[src/rtl/hx8352_pkg.sv]
// hx8352_pkg: HX8352 bus receiver register indices, bus widths and state type.
package hx8352_pkg;

    localparam int DATA_W  = 16;
    localparam int COORD_W = 9;
    localparam int IDX_W   = 8;

    localparam logic [IDX_W-1:0] IDX_SC_H = 8'h02;
    localparam logic [IDX_W-1:0] IDX_SC_L = 8'h03;
    localparam logic [IDX_W-1:0] IDX_EC_H = 8'h04;
    localparam logic [IDX_W-1:0] IDX_EC_L = 8'h05;
    localparam logic [IDX_W-1:0] IDX_SP_H = 8'h06;
    localparam logic [IDX_W-1:0] IDX_SP_L = 8'h07;
    localparam logic [IDX_W-1:0] IDX_EP_H = 8'h08;
    localparam logic [IDX_W-1:0] IDX_EP_L = 8'h09;
    localparam logic [IDX_W-1:0] IDX_GRAM = 8'h22;

    typedef enum logic {ST_REG, ST_GRAM} bus_state_t;

endpackage

[src/rtl/hx8352_bus_sync.sv]
// hx8352_bus_sync: synchronises the 8080 bus and emits a registered write event
// on each synced WR rising edge while CS is low, with RS/DATA from the same stage.
module hx8352_bus_sync
    import hx8352_pkg::*;
#(
    parameter int STAGES = 2
) (
    input  logic              clk,
    input  logic              rst,
    input  logic              cs,
    input  logic              rs,
    input  logic              wr,
    input  logic [DATA_W-1:0] data,
    output logic              ev,
    output logic              ev_rs,
    output logic [DATA_W-1:0] ev_data
);

    logic [STAGES-1:0]             cs_q, rs_q, wr_q;
    logic [STAGES-1:0][DATA_W-1:0] data_q;
    logic                          wr_d;

    // WR and CS reset high so an edge in flight at reset release is dropped
    always_ff @(posedge clk or negedge rst) begin
        if (!rst) begin
            cs_q    <= '1;
            wr_q    <= '1;
            rs_q    <= '0;
            data_q  <= '0;
            wr_d    <= 1'b1;
            ev      <= 1'b0;
            ev_rs   <= 1'b0;
            ev_data <= '0;
        end else begin
            cs_q    <= {cs_q[STAGES-2:0], cs};
            wr_q    <= {wr_q[STAGES-2:0], wr};
            rs_q    <= {rs_q[STAGES-2:0], rs};
            data_q  <= {data_q[STAGES-2:0], data};
            wr_d    <= wr_q[STAGES-1];
            ev      <= wr_q[STAGES-1] && !wr_d && !cs_q[STAGES-1];
            ev_rs   <= rs_q[STAGES-1];
            ev_data <= data_q[STAGES-1];
        end
    end

endmodule

[src/rtl/hx8352_bus_receiver.sv]
// hx8352_bus_receiver: HX8352 panel-side bus endpoint decoding index/register
// writes and walking the GRAM cursor over the active window.
module hx8352_bus_receiver
    import hx8352_pkg::*;
#(
    parameter int H_RES       = 240,
    parameter int V_RES       = 400,
    parameter int SYNC_STAGES = 2
) (
    input  logic               clk,
    input  logic               rst,
    input  logic               lcd_cs,
    input  logic               lcd_rs,
    input  logic               lcd_wr,
    input  logic               lcd_rd,
    input  logic [DATA_W-1:0]  data_bus,
    output logic               reg_wr_valid,
    output logic [IDX_W-1:0]   reg_index,
    output logic [DATA_W-1:0]  reg_data,
    output logic               pixel_valid,
    output logic [DATA_W-1:0]  pixel_data,
    output logic [COORD_W-1:0] pixel_x,
    output logic [COORD_W-1:0] pixel_y,
    output logic               frame_done
);

    localparam logic [COORD_W-1:0] X_MAX = COORD_W'(H_RES - 1);
    localparam logic [COORD_W-1:0] Y_MAX = COORD_W'(V_RES - 1);

    logic               ev, ev_rs, unused_rd;
    logic [DATA_W-1:0]  ev_data;
    bus_state_t         state_q, state_d;
    logic [COORD_W-1:0] sc, ec, sp, ep, cx, cy, x_nxt, y_nxt;
    logic               x_end, y_end;

    assign unused_rd = lcd_rd;

    hx8352_bus_sync #(.STAGES(SYNC_STAGES)) u_sync (
        .clk     (clk),
        .rst     (rst),
        .cs      (lcd_cs),
        .rs      (lcd_rs),
        .wr      (lcd_wr),
        .data    (data_bus),
        .ev      (ev),
        .ev_rs   (ev_rs),
        .ev_data (ev_data)
    );

    always_comb begin
        state_d = state_q;
        if (ev && !ev_rs)
            state_d = (ev_data[IDX_W-1:0] == IDX_GRAM) ? ST_GRAM : ST_REG;
    end

    // The panel clamp also ends a line, which is what makes SC>EC wrap at X_MAX
    always_comb begin
        x_end = (cx == ec) || (cx == X_MAX);
        y_end = (cy == ep) || (cy == Y_MAX);
        x_nxt = x_end ? sc : cx + 1'b1;
        y_nxt = x_end ? (y_end ? sp : cy + 1'b1) : cy;
    end

    always_ff @(posedge clk or negedge rst) begin
        if (!rst)
            state_q <= ST_REG;
        else
            state_q <= state_d;
    end

    always_ff @(posedge clk or negedge rst) begin
        if (!rst) begin
            reg_wr_valid <= 1'b0;
            reg_index    <= '0;
            reg_data     <= '0;
            pixel_valid  <= 1'b0;
            pixel_data   <= '0;
            pixel_x      <= '0;
            pixel_y      <= '0;
            frame_done   <= 1'b0;
            sc           <= '0;
            ec           <= X_MAX;
            sp           <= '0;
            ep           <= Y_MAX;
            cx           <= '0;
            cy           <= '0;
        end else begin
            reg_wr_valid <= 1'b0;
            pixel_valid  <= 1'b0;
            frame_done   <= 1'b0;
            if (ev && !ev_rs) begin
                reg_index <= ev_data[IDX_W-1:0];
                if (ev_data[IDX_W-1:0] == IDX_GRAM) begin
                    cx <= sc;
                    cy <= sp;
                end
            end else if (ev && state_q == ST_GRAM) begin
                pixel_valid <= 1'b1;
                pixel_data  <= ev_data;
                pixel_x     <= cx;
                pixel_y     <= cy;
                frame_done  <= x_end && y_end;
                cx          <= x_nxt;
                cy          <= y_nxt;
            end else if (ev) begin
                reg_wr_valid <= 1'b1;
                reg_data     <= ev_data;
                case (reg_index)
                    IDX_SC_H: sc[8]   <= ev_data[0];
                    IDX_SC_L: sc[7:0] <= ev_data[7:0];
                    IDX_EC_H: ec[8]   <= ev_data[0];
                    IDX_EC_L: ec[7:0] <= ev_data[7:0];
                    IDX_SP_H: sp[8]   <= ev_data[0];
                    IDX_SP_L: sp[7:0] <= ev_data[7:0];
                    IDX_EP_H: ep[8]   <= ev_data[0];
                    IDX_EP_L: ep[7:0] <= ev_data[7:0];
                    default: ;
                endcase
            end
        end
    end

endmodule

[config.mk]
export PLATFORM = sky130hd
export DESIGN_NAME = hx8352_bus_receiver
export DESIGN_NICKNAME = d
export VERILOG_FILES = /design/src/rtl/hx8352_pkg.sv /design/src/rtl/hx8352_bus_sync.sv /design/src/rtl/hx8352_bus_receiver.sv
export SDC_FILE = /design/constraint.sdc
export NUM_CORES = 1
export LEC_CHECK = 0
export ABC_AREA = 1
export BUFFER_PORTS_ARGS = -buffer_cell sky130_fd_sc_hd__clkbuf_2
export CAP_MARGIN = 20
export CORE_MARGIN = 10
export CORE_UTILIZATION = 40
export CTS_CLUSTER_SIZE = 12
export DETAILED_ROUTE_END_ITERATION = 8
export MAX_ROUTING_LAYER = met4
export SLEW_MARGIN = 15
export SYNTH_ARGS = -nofsm -noshare
export SYNTH_HDL_FRONTEND = slang
export SYNTH_HIERARCHICAL = 1
export SYNTH_SLANG_ARGS = --single-unit
[constraint.sdc]
create_clock -name clk -period 3.07 [get_ports clk]
set_input_delay 0.307 -clock clk [delete_from_list [all_inputs] [get_ports clk]]
set_output_delay 0.307 -clock clk [all_outputs]
set_load 0.01 [all_outputs]
Yosys cells after proc, flatten, opt, wreduce, memory -nomap -nowiden
Index checks and enable logic that the tools add are counted.
{ "classes": {"n_eq_ne": 14, "mux": 17, "n_reduce_logical": 24, "addsub": 2, "bitwise_logic": 2} }
{ "op_table": {"columns": ["cell", "count"], "rows": [
  ["$mux 9", 9],
  ["$eq 8x3->1 const B", 4],
  ["$reduce_and 4->1", 8],
  ["$add 9x1->9 const B", 2],
  ["$eq 9x9->1", 2],
  ["$eq 8x2->1 const B", 2],
  ["$eq 8x4->1 const B", 2],
  ["$eq 9x8->1 const B", 1],
  ["$eq 9x9->1 const B", 1],
  ["$eq 8x6->1 const B", 1],
  ["$mux 1", 8],
  ["$reduce_and 3->1", 2],
  ["$logic_and 1x1->1", 5],
  ["$reduce_and 2->1", 2],
  ["$reduce_bool 2->1", 2],
  ["$logic_not 1->1", 3],
  ["$logic_or 1x1->1", 2],
  ["$ne 2x1->1 const B", 1],
  ["$not 1->1", 2]
]} }
{ "word_totals": {"out_inout_bits": 61, "ff_bits": 173, "wordCells": 87, "in_bits": 22} }

Longest topological paths before layout
{ "depth": {"ltp_word": 6, "ltp_mapped": 11, "ltp_nobuf": 11} }

By module
Netlist, hierarchy kept.
{ "by_module_without_submodules": {"columns": ["mod", "area_per_inst_um2", "cells_each", "seq_area_each_um2", "instances"], "rows": [
  ["hx8352_bus_receiver", 5380.2, 623, 2919.0, 1],
  ["hx8352_bus_sync", 1446.4, 60, 1432.6, 1]
]} }

Worst setup path after synthesis
OpenSTA, ideal clock, no wires.
{ "synth_timing": {"path_kind": "register to register", "startpoint": "register cx[0]", "endpoint": "register cx[0]", "arrival_ps": 1389, "path_buffers": 1, "stages_incl_launch_ff": 10, "required_ps": 3005, "period_less_slack_ps": 1453, "path_slack_ps": 1617, "setup_ps": 65, "cell_sequence": "dfrtp_1 > ha_1 > nand3_1 > nor2_1 > nand3_1 > buf_2 > nand3_2 > nand2_1 > nand3_1 > nand2_1"} }
{ "synth_between": {"elab_chain_len": 5, "word_cells_on_any_way": 7, "classes_between": "add/sub (1); eq/ne (2); mux (3); reduce/logical (1)"} }
{ "synth_rtl": {"columns": ["item", "line", "rtl"], "rows": [
  ["start: declaration", "hx8352_bus_receiver.sv:33", "logic [COORD_W-1:0] sc, ec, sp, ep, cx, cy, x_nxt, y_nxt;"],
  ["start signal: assignment", "hx8352_bus_receiver.sv:103", "cx <= x_nxt;"],
  ["parallel branches: the longest is 2 deep, another holds $add 9x1->9", null, null],
  ["$mux 9 *", "hx8352_bus_receiver.sv:60", "x_nxt = x_end ? sc : cx + 1'b1;"],
  ["$mux 9 *", "hx8352_bus_receiver.sv:97", "end else if (ev && state_q == ST_GRAM) begin"],
  ["$mux 9 *", "hx8352_bus_receiver.sv:91", "if (ev && !ev_rs) begin"]
]} }
Mark *: on every way between the ends. The select of a mux whose other input is x is not followed.
A chain may end at the register's enable or synchronous reset.

Worst setup path in the final report
{ "layout_timing": {"startpoint": "register cx[0]", "endpoint": "register cy[8]"} }
{ "layout_between": {"elab_chain_len": 4, "word_cells_on_any_way": 5, "classes_between": "eq/ne (2); reduce/logical (3)"} }
{ "layout_rtl": {"columns": ["item", "line", "rtl"], "rows": [
  ["$eq 9x9->1 / $eq 9x8->1 (equally long branches)", "hx8352_bus_receiver.sv:58", "x_end = (cx == ec) || (cx == X_MAX);"],
  ["$logic_or 1x1->1 *", "hx8352_bus_receiver.sv:58", null],
  ["$reduce_bool 2->1 (no source line) *", null, null],
  ["$reduce_and 3->1 (no source line) *", null, null],
  ["end signal: assignment", "hx8352_bus_receiver.sv:95", "cy <= sp;"],
  ["end signal: assignment", "hx8352_bus_receiver.sv:104", "cy <= y_nxt;"],
  ["end: declaration", "hx8352_bus_receiver.sv:33", null]
]} }
Mark *: on every way between the ends. The rest lies on a longest branch, timed or not.

==> results.md <==
- Initial DRC Count: 376
- Initial antenna violation count: 0
- CTS Buffer Depth: 2
- Hold-critical path depth: 0
- Final net count: 804
- Hold_ws: 0.346 ns
- Startpoint Class: register
- Synth Instances: 683
- ANT cells: 0
- Initial Util: 0.410
- Share of cells above drive strength 1: 0.213
- Library cells used by synthesis: 27
- Slowest CP cell: dfrtp_1
- Setup Skew: 0.00765 ns
- Yosys top cell area share: 0.568
- Root buffer cell: clkbuf_16
- Reg2Reg Depth: 10
- Max Slew Vio Count: 0
- Post-DP HPWL: about 11 mm
- Gr ovfl total: 0
- Hold Path Class: register to register
- Area growth, synth to finish: 19.8%
- Max cap viols: 0
- Synth warn: 6
- IO Pins: between 80 and 90
- CP Capture Type: register
- Most used standard cell by instance count after synthesis: nand2_1
- Vias in the first global route: between 4000 and 5000
- Final setup TNS: 0 ns
- Syn nets: just over 700
- Critical path peak fanout: 11
- Num Clock Sinks: 173
- Period utilisation layout: 0.724
- Clock period minus worst slack: 2.22 ns
- Total power: 5.16 mW
- Maximum vdd drop: 0.396 mV
- Leakage: a little over 4 nW
- Clock transition at the registers of the reported paths: around 0.07 ns
- CTS tree: built
- Top delay family on crit path: simple AND/OR/NAND/NOR gates
- Vias per cell: 4.71
- Fin cells: 1013
- Total wire length: between 15 and 20 mm
- H-tree depth: 4
- Post-synth EDFFs: 0
- Wirelength per Cell: roughly 15 um
- Yosys top cell by area: dfrtp_1
- PortBufs: 81
- Post-route ant nets: 0
- Placer congestion estimate: just under 0.9
- RSZ-0062 raised after global routing: no
- Placed insts: 961
- Final setup fails: 0
- DRT Pass-1 Iters: 4
- Worst skew pair latency: between 0.4 and 0.5 ns
- Die height: 151 um
- Synth top area cells: dfrtp_1, nand2_1, dfstp_2
- Post-synth top cells: nand2_1, dfrtp_1, inv_1
- Main synth FF type: dfrtp_1
- CP max stage delay: roughly 0.44 ns
- Asr flop ratio synth: 1.00
- Seq/Total Area, Yosys: 0.637
- Crit path DAT: 2.53 ns
- Req. time, crit path: around 3.4 ns
- Row cnt: between 40 and 50
- # Post-CTS Setup Buffers: 0
- Status: finished clean
- Area of the mapped netlist: 6830 um^2
- Most frequent cell on the critical path: nand2_1
- DRC: 0
- Slew headroom: 0.504
- Placed instance area: 7400 um^2
- Die area: 22700 um^2
- Number of CTS-inserted buffers: 17
- Die width: 151 um
- Largest net degree at the start of global routing: 85
- Worst-Margin Slew: 0.743 ns
- CP cell instances: ha_1, nand3_1, nor2_1, nand3_1, buf_4, nand2_1, nand2_1, nand2_1, nand3_1, nand2_1
- Buf/Inv on CP: 1
- Power Density: 631 nW/um^2
- Via count: about 4800
- Fmax: 0.450 GHz
- Synth Register Bits: 173
- GRT Util Overall: 0.146
- Crit Path Category: register to register
- Synthesized area per cell: roughly 10 um^2
- Final Hold Fails: 0
- Fin area: slightly above 8000 um^2
- First-pass GRT wire length: 25.4 mm
- Core Area: ~17000 um^2
- Number of cells on the critical path: 10
==> stage by stage <==
step,worst slack [ns],util
floorplan,1.62,-
global placement,0.900,0.445
detailed placement,0.874,0.445
CTS,0.860,0.491
global route,0.607,0.491
finish,0.847,0.491
==> worst paths after layout <==
path | slack [ns] | start | endpoint
worst min-delay path | 0.35 | u_sync/data_q[1] | u_sync/data_q[17]
min in group asynchronous | 0.48 | rst | u_sync/data_q[9]
max in group asynchronous | 1.73 | rst | ec[1]
worst max-delay path | 0.85 | cx[0] | cy[8]
worst max register to register | 0.85 | cx[0] | cy[8]
worst min register to register | 0.35 | u_sync/data_q[1] | u_sync/data_q[17]
==> metal layers <==
metal / track usage / vias up / wire [um]
li1: - / 2371 / -
met1: 0.182 / 2292 / 6880
met2: 0.226 / 95 / 7320
met3: 0.0420 / 15 / 844
met4: 0.0486 / 0 / 184
met5: - / - / 0
==> cell usage in the layout, fill, tap and decap left out, types with 3 or more instances in the layout <==
cell             n
buf_4            5
clkbuf_16       17
clkbuf_2        80
clkinv_4         3
dfrtp_1        155
dfstp_2         18
dlygate4sd3_1   20
inv_1           67
inv_2            5
inv_6            5
inv_8            4
nand2_1        193
nand2_2          6
nand3_1         42
nand4_1         21
nor2_1          17
nor3_1           5
nor3_4           3
o21ai_0         26
o21ai_1         49
o21ai_2         14
xnor2_1         16
xor2_1           6
==> what timing repair did <==
item	CTS	global route
endpoints found under the hold margin	95	0
hold buffers	20	0
gates resized for setup	0	0
==> sequential cells by signal, indices dropped and copies added, names as in the netlist, 8 cells and up <==
| register | cells |
|---|---|
| cx | 9 |
| cy | 9 |
| ec | 9 |
| ep | 9 |
| pixel_data | 16 |
| pixel_x | 9 |
| pixel_y | 9 |
| reg_data | 16 |
| reg_index | 8 |
| sc | 9 |
| sp | 9 |
| u_sync/data_q | 32 |
| u_sync/ev_data | 16 |
==> cell families (layout without fill, tap and decap cells) <==
group / count (synthesis) / count (layout) / synth area share
buf+inv: 101 / 211 / 0.0649
simple gates: 293 / 293 / 0.189
compound gates: 90 / 90 / 0.0737
mux: 2 / 2 / 0.00293
xor+xnor: 22 / 22 / 0.0282
flops: 173 / 173 / 0.637
fa+ha+maj: 2 / 2 / 0.00367
==> where the power goes <==
group / internal [mW] / switching, mW / total, mW
registers: 2.41 / 0.0795 / 2.49
logic: 0.186 / 0.379 / 0.565
clock network: 1.15 / 0.944 / 2.10
==> layout make-up <==
cell class	instances	area (um^2)
clock buffer	18	429
clock inverter	14	150
tap	220	275
timing repair buffer	107	669
fill	1519	8460
multi-input combinational	409	2030
inverter	72	270
sequential	173	4350
(Power assumes the default switching activity.)
